<file path="src/rtl/imem_load_arbiter_pkg.sv">
// Shared types and defaults for the instruction-memory load arbiter.
package imem_load_arbiter_pkg;

  localparam int ADDR_W_DEFAULT    = 8;
  localparam int FLUSH_CYC_DEFAULT = 2;

  typedef enum logic [1:0] {
    IDLE  = 2'd0,
    LOAD  = 2'd1,
    FLUSH = 2'd2,
    RUN   = 2'd3
  } state_e;

endpackage

</file>
<file path="src/rtl/flush_timer.sv">
// Terminal-count down-counter that holds the pipeline in reset for FLUSH_CYC cycles.
module flush_timer #(
  parameter int FLUSH_CYC = 2
) (
  input  logic clk,
  input  logic reset,
  input  logic start_i,
  output logic tc_o
);

  localparam int CNT_W = (FLUSH_CYC > 1) ? $clog2(FLUSH_CYC) : 1;

  logic [CNT_W-1:0] cnt_q, cnt_d;

  // Loaded with FLUSH_CYC-1 so the terminal count lands on the last flush cycle.
  always_comb begin
    cnt_d = cnt_q;
    if (start_i) begin
      cnt_d = CNT_W'(FLUSH_CYC - 1);
    end else if (cnt_q != '0) begin
      cnt_d = cnt_q - CNT_W'(1);
    end
  end

  always_ff @(posedge clk) begin
    if (reset) begin
      cnt_q <= '0;
    end else begin
      cnt_q <= cnt_d;
    end
  end

  assign tc_o = (cnt_q == '0);

endmodule

</file>
<file path="src/rtl/imem_load_arbiter.sv">
// Arbitrates the instruction-memory port between a program loader and the fetch stage,
// holding the pipeline in reset while a program is streamed in.
module imem_load_arbiter
  import imem_load_arbiter_pkg::*;
#(
  parameter int ADDR_W    = ADDR_W_DEFAULT,
  parameter int FLUSH_CYC = FLUSH_CYC_DEFAULT
) (
  input  logic              clk,
  input  logic              reset,
  input  logic              ld_start,
  input  logic              ld_valid,
  input  logic [31:0]       ld_data,
  input  logic              ld_last,
  output logic              ld_ready,
  input  logic [31:0]       PCF,
  output logic              mem_we,
  output logic [ADDR_W-1:0] mem_addr,
  output logic [31:0]       mem_wdata,
  output logic              cpu_rst,
  output logic              cpu_stall,
  output logic              load_done,
  output logic [ADDR_W-2:0] word_count,
  output logic              err_overflow,
  output logic              pc_fault
);

  localparam logic [ADDR_W-1:0] WPTR_MAX  = {{(ADDR_W-2){1'b1}}, 2'b00};
  localparam logic [ADDR_W-1:0] WORD_STEP = ADDR_W'(4);
  localparam logic [ADDR_W-2:0] CNT_ONE   = (ADDR_W-1)'(1);

  state_e            state_q, state_d;
  logic [ADDR_W-1:0] wptr_q, wptr_d;
  logic [ADDR_W-2:0] cnt_q, cnt_d;
  logic              err_q, err_d;
  logic              done_q, done_d;
  logic              hs;
  logic              at_end;
  logic              flush_start;
  logic              flush_tc;

  flush_timer #(.FLUSH_CYC(FLUSH_CYC)) u_flush_timer (
    .clk     (clk),
    .reset   (reset),
    .start_i (flush_start),
    .tc_o    (flush_tc)
  );

  assign ld_ready = ~reset & (state_q == LOAD) & ~err_q;
  assign hs       = ld_valid & ld_ready;
  assign at_end   = (wptr_q == WPTR_MAX);

  always_comb begin
    state_d = state_q;
    wptr_d  = wptr_q;
    cnt_d   = cnt_q;
    err_d   = err_q;
    done_d  = 1'b0;
    unique case (state_q)
      IDLE, RUN: begin
        if (ld_start) begin
          state_d = LOAD;
          wptr_d  = '0;
          cnt_d   = '0;
          err_d   = 1'b0;
        end
      end
      LOAD: begin
        if (hs) begin
          cnt_d = cnt_q + CNT_ONE;
          // The top word ends the load either way; the pointer never wraps.
          if (ld_last || at_end) begin
            state_d = FLUSH;
            err_d   = at_end & ~ld_last;
          end else begin
            wptr_d = wptr_q + WORD_STEP;
          end
        end
      end
      FLUSH: begin
        if (flush_tc) begin
          state_d = RUN;
          done_d  = 1'b1;
        end
      end
      default: state_d = IDLE;
    endcase
  end

  assign flush_start = (state_q == LOAD) && (state_d == FLUSH);

  always_ff @(posedge clk) begin
    if (reset) begin
      state_q <= IDLE;
      wptr_q  <= '0;
      cnt_q   <= '0;
      err_q   <= 1'b0;
      done_q  <= 1'b0;
    end else begin
      state_q <= state_d;
      wptr_q  <= wptr_d;
      cnt_q   <= cnt_d;
      err_q   <= err_d;
      done_q  <= done_d;
    end
  end

  always_comb begin
    mem_addr = '0;
    unique case (state_q)
      LOAD:    mem_addr = wptr_q;
      RUN:     mem_addr = {PCF[ADDR_W-1:2], 2'b00};
      default: mem_addr = '0;
    endcase
  end

  assign mem_we       = hs;
  assign mem_wdata    = hs ? ld_data : '0;
  assign cpu_rst      = reset | (state_q != RUN);
  assign cpu_stall    = cpu_rst;
  assign load_done    = ~reset & done_q;
  assign word_count   = cnt_q;
  assign err_overflow = err_q;
  assign pc_fault     = (state_q == RUN) &
                        ((PCF[1:0] != 2'b00) | (PCF[31:ADDR_W] != '0));

endmodule

</file>
<file path="config.mk">
export PLATFORM = sky130hd
export DESIGN_NAME = imem_load_arbiter
export DESIGN_NICKNAME = d
export VERILOG_FILES = /design/src/rtl/imem_load_arbiter_pkg.sv /design/src/rtl/flush_timer.sv /design/src/rtl/imem_load_arbiter.sv
export SDC_FILE = /design/constraint.sdc
export NUM_CORES = 1
export LEC_CHECK = 0
export CAP_MARGIN = 30
export CORE_UTILIZATION = 28
export DETAILED_ROUTE_END_ITERATION = 12
export GPL_TIMING_DRIVEN = 0
export PLACE_DENSITY = 0.82
export SLEW_MARGIN = 20
export SYNTH_ARGS = -nofsm -noshare
export SYNTH_HDL_FRONTEND = slang
export SYNTH_SLANG_ARGS = --single-unit
export TNS_END_PERCENT = 5
</file>
<file path="constraint.sdc">
create_clock -name clk -period 1.74 [get_ports clk]
set_input_delay 0.174 -clock clk [delete_from_list [all_inputs] [get_ports clk]]
set_output_delay 0.174 -clock clk [all_outputs]
set_load 0.1 [all_outputs]
</file>
==> results.toml, run 1 <==
[global_routing]
antenna_found_initial = 0
grt_pass1_wl_um = 7910
grt_overflow_total = 0
grt_use_total_pct = 19.8
grt_pass1_vias = 1704
grt_max_degree = 11

[logic_synthesis]
ys_types = 42
synth.yosys.seq_area_share_pct = 26.9
syn_area_per_cell_um2 = 7.96
yosys_register_bits = 18
syn_area_mm2 = 0.00134
syn-instance-count = 168
yosys_warnings = 0

[setup_path]
required_ns = 1.57
setup.worst_path.class = "reg2out"
critPathMaxStageDelay_ns = 0.37
cp.arrival_ns = 1.69
start_kind = "flip-flop"
reg2reg_slack_ns = -0.10
slowest_stage = "dfxtp_4"
cp_cell_sequence = "inv_4 -> ha_4 -> and4bb_4 -> clkbuf_8 -> and2_4 -> buf_12"
critPathMaxFanout = 5
crit_path_end_kind = "output port"

[power]
p_switching_mw = 0.538
power_frac_clock_pct = 21.3
leakagePower_nw = 1.34
powerDensity_mw_per_mm2 = 435
p_seq_share_pct = 29.5
intPower_mw = 0.928
combPwrFrac_pct = 49.2
ir_worst_vdd_mv = 0.300
swShare_pct = 36.7

[finish]
diodes = 0
multi_input_area_mm2 = 0.00113
drive_above_1_share_pct = 40.8
seq_area_um2 = 374
finalNonFillerCells = 358
final_util_pct = 75.4
final_nets = 382
synthToLayoutAreaGrowth_pct = 152
fillers = 317

[die]
ios = 123
core_area_mm2 = 0.00447
die_area_mm2 = 0.00506
fp-row-count = 24
fp.dieH_um = 71.1
die_w_um = 71.1
initial_core_util_pct = 29.9

[timing]
finalSetupViolCount = 44
fmax_ghz = 0.537
slew_headroom_pct = 35.4
whs_ns = 0.329
min_period_over_period_pct = 107
final_hold_viol_count = 0
worst_pin_slew_ns = 0.973
worst_clock_skew_ns = 0.00288
period_minus_slack_ns = 1.86
worst_slack_ns = -0.123
rsz0062_at_grt = "yes"
final_max_slew_viol_count = 0

[hold_path]
holdCritPathClass = "in2reg"

[flow_run]
maxCapViolations = 0

[clock_tree]
clock_latency_ns = 0.26
ctsHoldBuffers = 0
cts_num_sinks = 18
clk_pin_slew_worst_paths_ns = 0.07
cts.path.max_buffers = 2
cts_tree = "yes"
clockRootBuffer = "clkbuf_8"
cts-htree-levels = 1
cts_buffers = 3

[placement]
place_inst = 341
post-dp-hpwl_um = 3760
place.gp.congestion = 0.823
io_buffers = 120

[route]
drt_iter0_markers = 96
routed_wl_um = 5780
via_count = 1889
post-route-drc-count = 11
via_per_inst = 5.28
drtAntennaViolNets = 0
firstDrtPassIters = 9
wl_per_cell_um = 16.1

[run_status]
status = "complete, but fails checks"
violations = "design-rule violations, negative setup slack"
worst paths after layout:
path,start,endpoint,cells after the start
worst max-delay path,state_q[1],mem_wdata[2],6
worst min-delay path,reset,u_flush_timer.cnt_q,3
worst max register to register,state_q[1],wptr_q[7],7
worst min register to register,u_flush_timer.cnt_q,done_q,1
logic make-up (layout without fill, tap and decap cells):
group | after synthesis | in the layout | synth area share (%)
AO/OA/AOI/OAI | 43 | 44 | 22.4
XOR/XNOR | 4 | 4 | 2.62
adder cells (fa/ha/maj) | 6 | 6 | 5.61
buffers and inverters | 16 | 151 | 5.43
flip-flops | 18 | 18 | 26.9
multiplexers | 1 | 1 | 0.748
other | 1 | 2 | 0.280
AND/OR/NAND/NOR | 79 | 80 | 36.0
stage by stage:
step                setup WS (ns)  power, mW  setup TNS (ns)  cell area [um^2]
detailed placement          -1.18      0.996          -49.36              2700
global route               -0.188       1.52           -6.64              3370
CTS                        -0.199       1.40           -4.47              3190
global placement            -1.13      0.990          -47.82              2700
finish                     -0.123       1.47           -4.06              3370
floorplan                  -0.284      0.764           -4.94              1440
sequential cells by signal (all words and copies together), names as in the netlist:
register	cells
state_q	2
err_overflow	1
wptr_q	6
u_flush_timer.cnt_q	1
word_count	7
done_q	1
Yosys cell counts:
library cell,instances,area [um^2]
a2111oi_0,2,17.5
nor2_1,5,18.8
nand3b_1,1,7.51
nand3_1,6,30.0
ha_1,6,75.1
o31a_1,1,8.76
or3b_4,1,11.3
and3_1,2,12.5
a22o_1,7,61.3
o21ai_0,4,20.0
a21boi_0,1,7.51
o21bai_1,1,7.51
nand4b_1,1,8.76
a31oi_1,1,6.26
nand4_1,2,12.5
nor4_1,6,37.5
and4bb_2,1,12.5
clkbuf_1,7,26.3
a21o_1,1,7.51
a311oi_1,1,8.76
buf_4,3,22.5
nor3b_1,1,7.51
mux2i_1,1,10.0
o311ai_0,1,8.76
a211oi_1,3,22.5
buf_2,1,5.00
a21oi_1,11,55.1
dfxtp_1,18,360
a41oi_1,1,8.76
nand2_1,5,18.8
or3_1,2,12.5
xnor2_1,4,35.0
conb_1,1,3.75
nand2b_1,4,25.0
o31ai_1,5,37.5
or4_1,5,37.5
o21a_1,2,15.0
o22ai_1,1,6.26
nor2b_1,3,18.8
and2_1,32,200
nor3_1,2,10.0
inv_1,5,18.8
critical path: cells and delay by family, from the launching register on:
kind                     cells  cell delay, ns
adder cells (fa/ha/maj)      1            0.17
buffers and inverters        3            0.40
flip-flops                   1            0.37
AND/OR/NAND/NOR              2            0.48
per-layer routing:
metal	part of all wire (%)	global-route usage (%)	vias up
li1	-	-	895
met1	35	21.9	884
met2	55	37.7	102
met3	8.8	3.99	8
met4	1.3	6.22	0
met5	0	0	-
power groups by stage:
stage / clock network, mW / registers (mW) / logic, mW
2_1_floorplan: 0 / 0.464 / 0.299
3_3_place_gp: 0 / 0.439 / 0.550
3_5_place_dp: 0 / 0.440 / 0.556
4_1_cts: 0.309 / 0.431 / 0.656
5_1_grt: 0.336 / 0.433 / 0.750
6_report: 0.312 / 0.432 / 0.722
cell usage in the layout (no fill, tap or decap), drive strengths merged, types with 3 or more instances in the layout:
cell / Yosys / final
a211oi: 3 / 3
a21oi: 11 / 11
a22o: 7 / 8
and2: 32 / 32
buf: 4 / 59
clkbuf: 7 / 11
clkdlybuf4s50: 0 / 66
dfxtp: 18 / 18
dlygate4sd2: 0 / 8
ha: 6 / 6
inv: 5 / 5
nand2: 5 / 5
nand2b: 4 / 4
nand3: 6 / 6
nor2: 5 / 5
nor2b: 3 / 3
nor4: 6 / 6
o21ai: 4 / 4
o31ai: 5 / 5
or4: 5 / 5
xnor2: 4 / 4
layout make-up:
cell class,count,area share [%]
timing repair buffer,131,47.4
multi-input combinational,137,33.4
sequential,18,11.1
buffer,11,4.12
inverter,5,0.704
clock buffer,4,1.33
tap,52,1.93
repair_timing:
action | in CTS | in global routing
gates cloned | 1 | 3
resized for setup | 411 | 31
buffers inserted | 4 | 5
pin swaps | 30 | 15
endpoints found under the setup margin | 68 | 56
Power figures use the tool's default switching activity.
==> inputs of run 2 (changes only) <==
- TNS_END_PERCENT: 5 -> unset
==> run 2 against run 1 <==
Compared with the run above:
- the flow still finishes with violations (design-rule violations, negative setup slack)
- cell count stayed put
- count of clock-buffer cells in the layout unchanged
- utilization rose by 3.3 points
- via count grew 1.5%
- setup slack worse by 0.031 ns
- critical path depth unchanged
- clock power rose by 15%
- total power increased by 5.1%
- worst hold slack better by 0.063 ns
- sequential share of layout area fell by 0.14 points
- routed wire length rose by 16%
- critical path type unchanged
- critical endpoint is now mem_wdata[4]
==> results.toml, run 2 (synthesis gave the netlist of run 1 again) <==
[run_status]
status = "complete, but fails checks"
violations = "design-rule violations, negative setup slack"

[power]
leakagePower_nw = 1.39
combPwrFrac_pct = 49.0
powerDensity_mw_per_mm2 = 438
p_seq_share_pct = 27.8
swShare_pct = 36.3
power_frac_clock_pct = 23.2
p_switching_mw = 0.560
ir_worst_vdd_mv = 0.318
intPower_mw = 0.982

[setup_path]
setup.worst_path.class = "reg2out"
required_ns = 1.57
cp_cell_sequence = "inv_2 -> ha_4 -> and4bb_4 -> clkbuf_8 -> and2_4 -> buf_12"
critPathMaxStageDelay_ns = 0.38
crit_path_end_kind = "output port"
critPathMaxFanout = 7
slowest_stage = "dfxtp_4"
start_kind = "flip-flop"
cp.arrival_ns = 1.72

[finish]
final_nets = 382
final_util_pct = 78.7
drive_above_1_share_pct = 46.4
seq_area_um2 = 385
largest_reg_flops = 7
synthToLayoutAreaGrowth_pct = 163
diodes = 0
most-common-layout-cells = "clkdlybuf4s50_1 (67), buf_12 (39), and2_4 (31)"
multi_input_area_mm2 = 0.00116
fillers = 263
final_common_cell = "clkdlybuf4s50_1"

[route]
post-route-drc-count = 11
routed_wl_um = 6720
via_count = 1917
drt_iter0_markers = 102
via_per_inst = 5.35
firstDrtPassIters = 8
wl_per_cell_um = 18.8
drtAntennaViolNets = 0

[die]
fp.dieH_um = 71.1
initial_core_util_pct = 29.9
die_area_mm2 = 0.00506
ios = 123
die_w_um = 71.1
fp-row-count = 24
core_area_mm2 = 0.00447

[timing]
fmax_ghz = 0.528
final_max_slew_viol_count = 0
whs_ns = 0.392
worst_slack_ns = -0.155
worst_clock_skew_ns = 0.00158
finalSetupViolCount = 50
worst_pin_slew_ns = 0.972
final_hold_viol_count = 0
slew_headroom_pct = 35.4
period_minus_slack_ns = 1.89
rsz0062_at_grt = "yes"
min_period_over_period_pct = 109

[global_routing]
grt_pass1_wl_um = 9220
antenna_found_initial = 0
grt_use_total_pct = 23.4
grt_max_degree = 11
grt_overflow_total = 0
grt_pass1_vias = 1851

[clock_tree]
clockRootBuffer = "clkbuf_8"
clock_latency_ns = 0.26
cts.path.max_buffers = 2
ctsHoldBuffers = 0
cts_buffers = 3
clk_pin_slew_worst_paths_ns = 0.07
cts-htree-levels = 1
cts_tree = "yes"
cts_num_sinks = 18

[flow_run]
maxCapViolations = 0

[hold_path]
holdCritPathClass = "in2reg"

[placement]
io_buffers = 120
place.gp.congestion = 0.782
post-dp-hpwl_um = 3900
==> run 2: path summary, 6_finish.rpt <==
kind / from / end / slack, ns / cells past startpoint
setup reg to reg: state_q[0] / wptr_q[4] / -0.14 / 6
hold / removal: reset / u_flush_timer.cnt_q / 0.39 / 3
setup / recovery: state_q[1] / mem_wdata[4] / -0.15 / 6
hold reg to reg: u_flush_timer.cnt_q / done_q / 0.43 / 1
==> run 2: repair_timing <==
item / in CTS / in global routing
setup endpoints to repair: 67 / 54
setup buffers: 4 / 6
gates resized for setup: 407 / 29
cloned: 4 / 0
pin swaps: 19 / 5
==> run 2: area by class of cell <==
type,count,share of cell area [%]
Buffer,10,3.77
Clock buffer,4,1.56
Inverter,5,0.533
Multi-Input combinational cell,136,33.0
Sequential cell,18,10.9
Tap cell,52,1.85
Timing Repair Buffer,133,48.3
==> run 2: metrics by stage <==
| step | worst slack [ns] | instance area, um^2 | setup TNS [ns] | power [mW] | std cells |
|---|---|---|---|---|---|
| after CTS | -0.121 | 3350 | -3.84 | 1.47 | 352 |
| after detailed placement | -1.13 | 2780 | -47.79 | 1.01 | 341 |
| after global routing | -0.195 | 3520 | -7.94 | 1.59 | 358 |
| after floorplan | -0.252 | 1510 | -0.252 | 0.781 | 169 |
| after global placement | -1.09 | 2780 | -46.02 | 1.01 | 341 |
| final | -0.155 | 3520 | -5.55 | 1.54 | 358 |
==> run 2: layer usage <==
metal	global-route usage (%)	wire length [um]	vias up
met5	0	0	-
met4	8.00	171	0
met3	4.56	471	16
met2	46.7	3780	102
met1	23.9	2300	905
li1	-	-	894
==> run 2: power groups by stage <==
| stage | Combinational [mW] | Sequential [mW] | Clock [mW] |
|---|---|---|---|
| final | 0.756 | 0.428 | 0.358 |
| after global routing | 0.780 | 0.429 | 0.378 |
| after CTS | 0.697 | 0.427 | 0.348 |
| after detailed placement | 0.576 | 0.438 | 0 |
| after global placement | 0.569 | 0.438 | 0 |
| after floorplan | 0.317 | 0.464 | 0 |
==> run 2: critical path: cells and delay by family, from the launching register on <==
family | cells | cell delay [ns]
and+or+nand+nor | 2 | 0.48
DFF | 1 | 0.38
adders and majority gates | 1 | 0.18
buffers and inverters | 3 | 0.41
==> inputs of run 3 (changes only) <==
- CELL_PAD_IN_SITES_DETAIL_PLACEMENT: unset -> 1
- CELL_PAD_IN_SITES_GLOBAL_PLACEMENT: unset -> 1
- CORE_UTILIZATION: 28 -> 18
==> run 3 against run 2 <==
Compared with the run above:
- the run ends with negative setup slack left
- cell area grew 6.9%
- non-clock buffer count is 9 higher
- utilization decreased by 27 points
- count of clock-buffer cells in the layout is the same
- cell count increased by 16%
- setup slack better by 0.042 ns
- fmax up 2.3%
- register-to-register slack improved by 0.03 ns
- routed wire length grew 14%
- first-iteration DRC count shrank 3.9%
- critical path type is now reg2reg
- largest power group unchanged
==> results.toml, run 3 (synthesis gave the netlist of run 1 again) <==
[run_status]
status = "complete, but fails checks"
violations = "negative setup slack"

[die]
die_area_mm2 = 0.00778
ios = 123
die_w_um = 88.2
fp-row-count = 31
core_area_mm2 = 0.00721
initial_core_util_pct = 18.5
fp.dieH_um = 88.2

[finish]
synthToLayoutAreaGrowth_pct = 181
largest_reg_flops = 7
drive_above_1_share_pct = 53.2
most-common-layout-cells = "clkdlybuf4s50_1 (67), buf_12 (39), and2_4 (29)"
diodes = 0
final_common_cell = "clkdlybuf4s50_1"
final_util_pct = 52.2
final_nets = 392

[timing]
worst_pin_slew_ns = 0.969
worst_clock_skew_ns = 0.00173
final_hold_viol_count = 0
slew_headroom_pct = 35.7
worst_slack_ns = -0.113
final_max_slew_viol_count = 0
setup_tns_ns = -2.82
rsz0062_at_grt = "yes"
fmax_ghz = 0.540
finalSetupViolCount = 47
period_minus_slack_ns = 1.85
min_period_over_period_pct = 106

[global_routing]
grt_max_degree = 11
grt_pass1_vias = 2085
grt_overflow_total = 0
grt_use_total_pct = 17.2
antenna_found_initial = 0
grt_pass1_wl_um = 10300

[setup_path]
cp_cell_sequence = "inv_2 -> ha_4 -> buf_4 -> and3_4 -> a22o_4 -> or4_4 -> a21oi_2"
slowest_stage = "or4_4"
crit_family = "simple AND/OR/NAND/NOR gates"
crit_path_end_kind = "flip-flop"
cp.arrival_ns = 2.05
setup.worst_path.class = "reg2reg"
required_ns = 1.94
r2r-start = "state_q[1]"
critPathMaxFanout = 5
reg2reg_slack_ns = -0.11
crit_buf_inv = 2
start_kind = "flip-flop"
timing.rr.end = "wptr_q[6]"
reg2regPathDepth = 7
critPathMaxStageDelay_ns = 0.49

[hold_path]
min_from = "u_flush_timer.cnt_q"
holdCritPathClass = "reg2reg"
holdPathEnd = "done_q"
holdPathStages = 1

[clock_tree]
clockRootBuffer = "clkbuf_8"
cts_buffers = 3
clock_latency_ns = 0.26
clk_pin_slew_worst_paths_ns = 0.07
cts-htree-levels = 1
ctsHoldBuffers = 0
cts_tree = "yes"
cts_num_sinks = 18
cts.path.max_buffers = 2

[placement]
io_buffers = 120
place_ws_ns = -1.18
post-dp-hpwl_um = 4770
place.gp.congestion = 0.735

[power]
ir_worst_vdd_mv = 0.246
leakagePower_nw = 1.45
powerDensity_mw_per_mm2 = 426

[route]
routed_wl_um = 7640
post-route-drc-count = 0
via_per_inst = 4.79
via_count = 1987
wl_per_cell_um = 18.4
drt_iter0_markers = 98
firstDrtPassIters = 4
drtAntennaViolNets = 0

[flow_run]
maxCapViolations = 0
-- run 3: cell types whose count changed in the layout (fill, tap and decap cells not counted), moves of 3 or more --
cell,previous run,this run
a21oi_2,3,6
a211oi_1,3,0
clkbuf_8,10,6
buf_4,15,23
buf_6,1,5
a21oi_1,8,4
a211oi_2,0,3
-- run 3: repair_timing --
item,4_1_cts,5_1_grt
setup buffers,16,3
setup endpoints to repair,67,58
gates resized for setup,413,51
pin swaps,9,22
endpoints found under the hold margin,0,0
cloned,4,1
-- run 3: final cells by class --
| class | instances | area (um^2) |
|---|---|---|
| tap | 99 | 124 |
| clock buffer | 4 | 55.1 |
| inverter | 5 | 18.8 |
| timing repair buffer | 142 | 1760 |
| fill | 774 | 3450 |
| multi-input combinational | 137 | 1280 |
| sequential | 18 | 384 |
| buffer | 10 | 145 |
-- run 3: worst max path at each step --
stage                     from             to  cells after the start
floorplan           state_q[1]       ld_ready                      5
global placement         reset   mem_wdata[5]                      5
detailed placement       reset  mem_wdata[15]                      5
CTS                 state_q[1]      wptr_q[6]                      7
global route        state_q[1]      wptr_q[4]                      6
finish              state_q[1]      wptr_q[6]                      7
-- run 3: layer usage --
layer	global-route usage (%)	wire length, um
met5	0	0
met4	4.40	114
met3	2.92	509
met2	34.4	4370
met1	18.4	2650
-- run 3: where the power goes --
part	switching [mW]	total (mW)	leakage (nW)	internal [mW]
registers	0.0119	0.428	0.151	0.416
clock network	0.159	0.361	0.0288	0.202
logic	0.420	0.813	1.27	0.392
total	0.592	1.60	1.45	1.01
-- run 3: metrics by stage --
| step | total power, mW | hold slack (ns) | area [um^2] | std cells |
|---|---|---|---|---|
| floorplan | 0.781 | 0.345 | 1510 | 169 |
| global placement | 1.01 | 0.394 | 2830 | 388 |
| detailed placement | 1.02 | 0.401 | 2830 | 388 |
| CTS | 1.53 | 0.412 | 3510 | 411 |
| global route | 1.66 | 0.422 | 3760 | 415 |
| finish | 1.60 | 0.422 | 3760 | 415 |
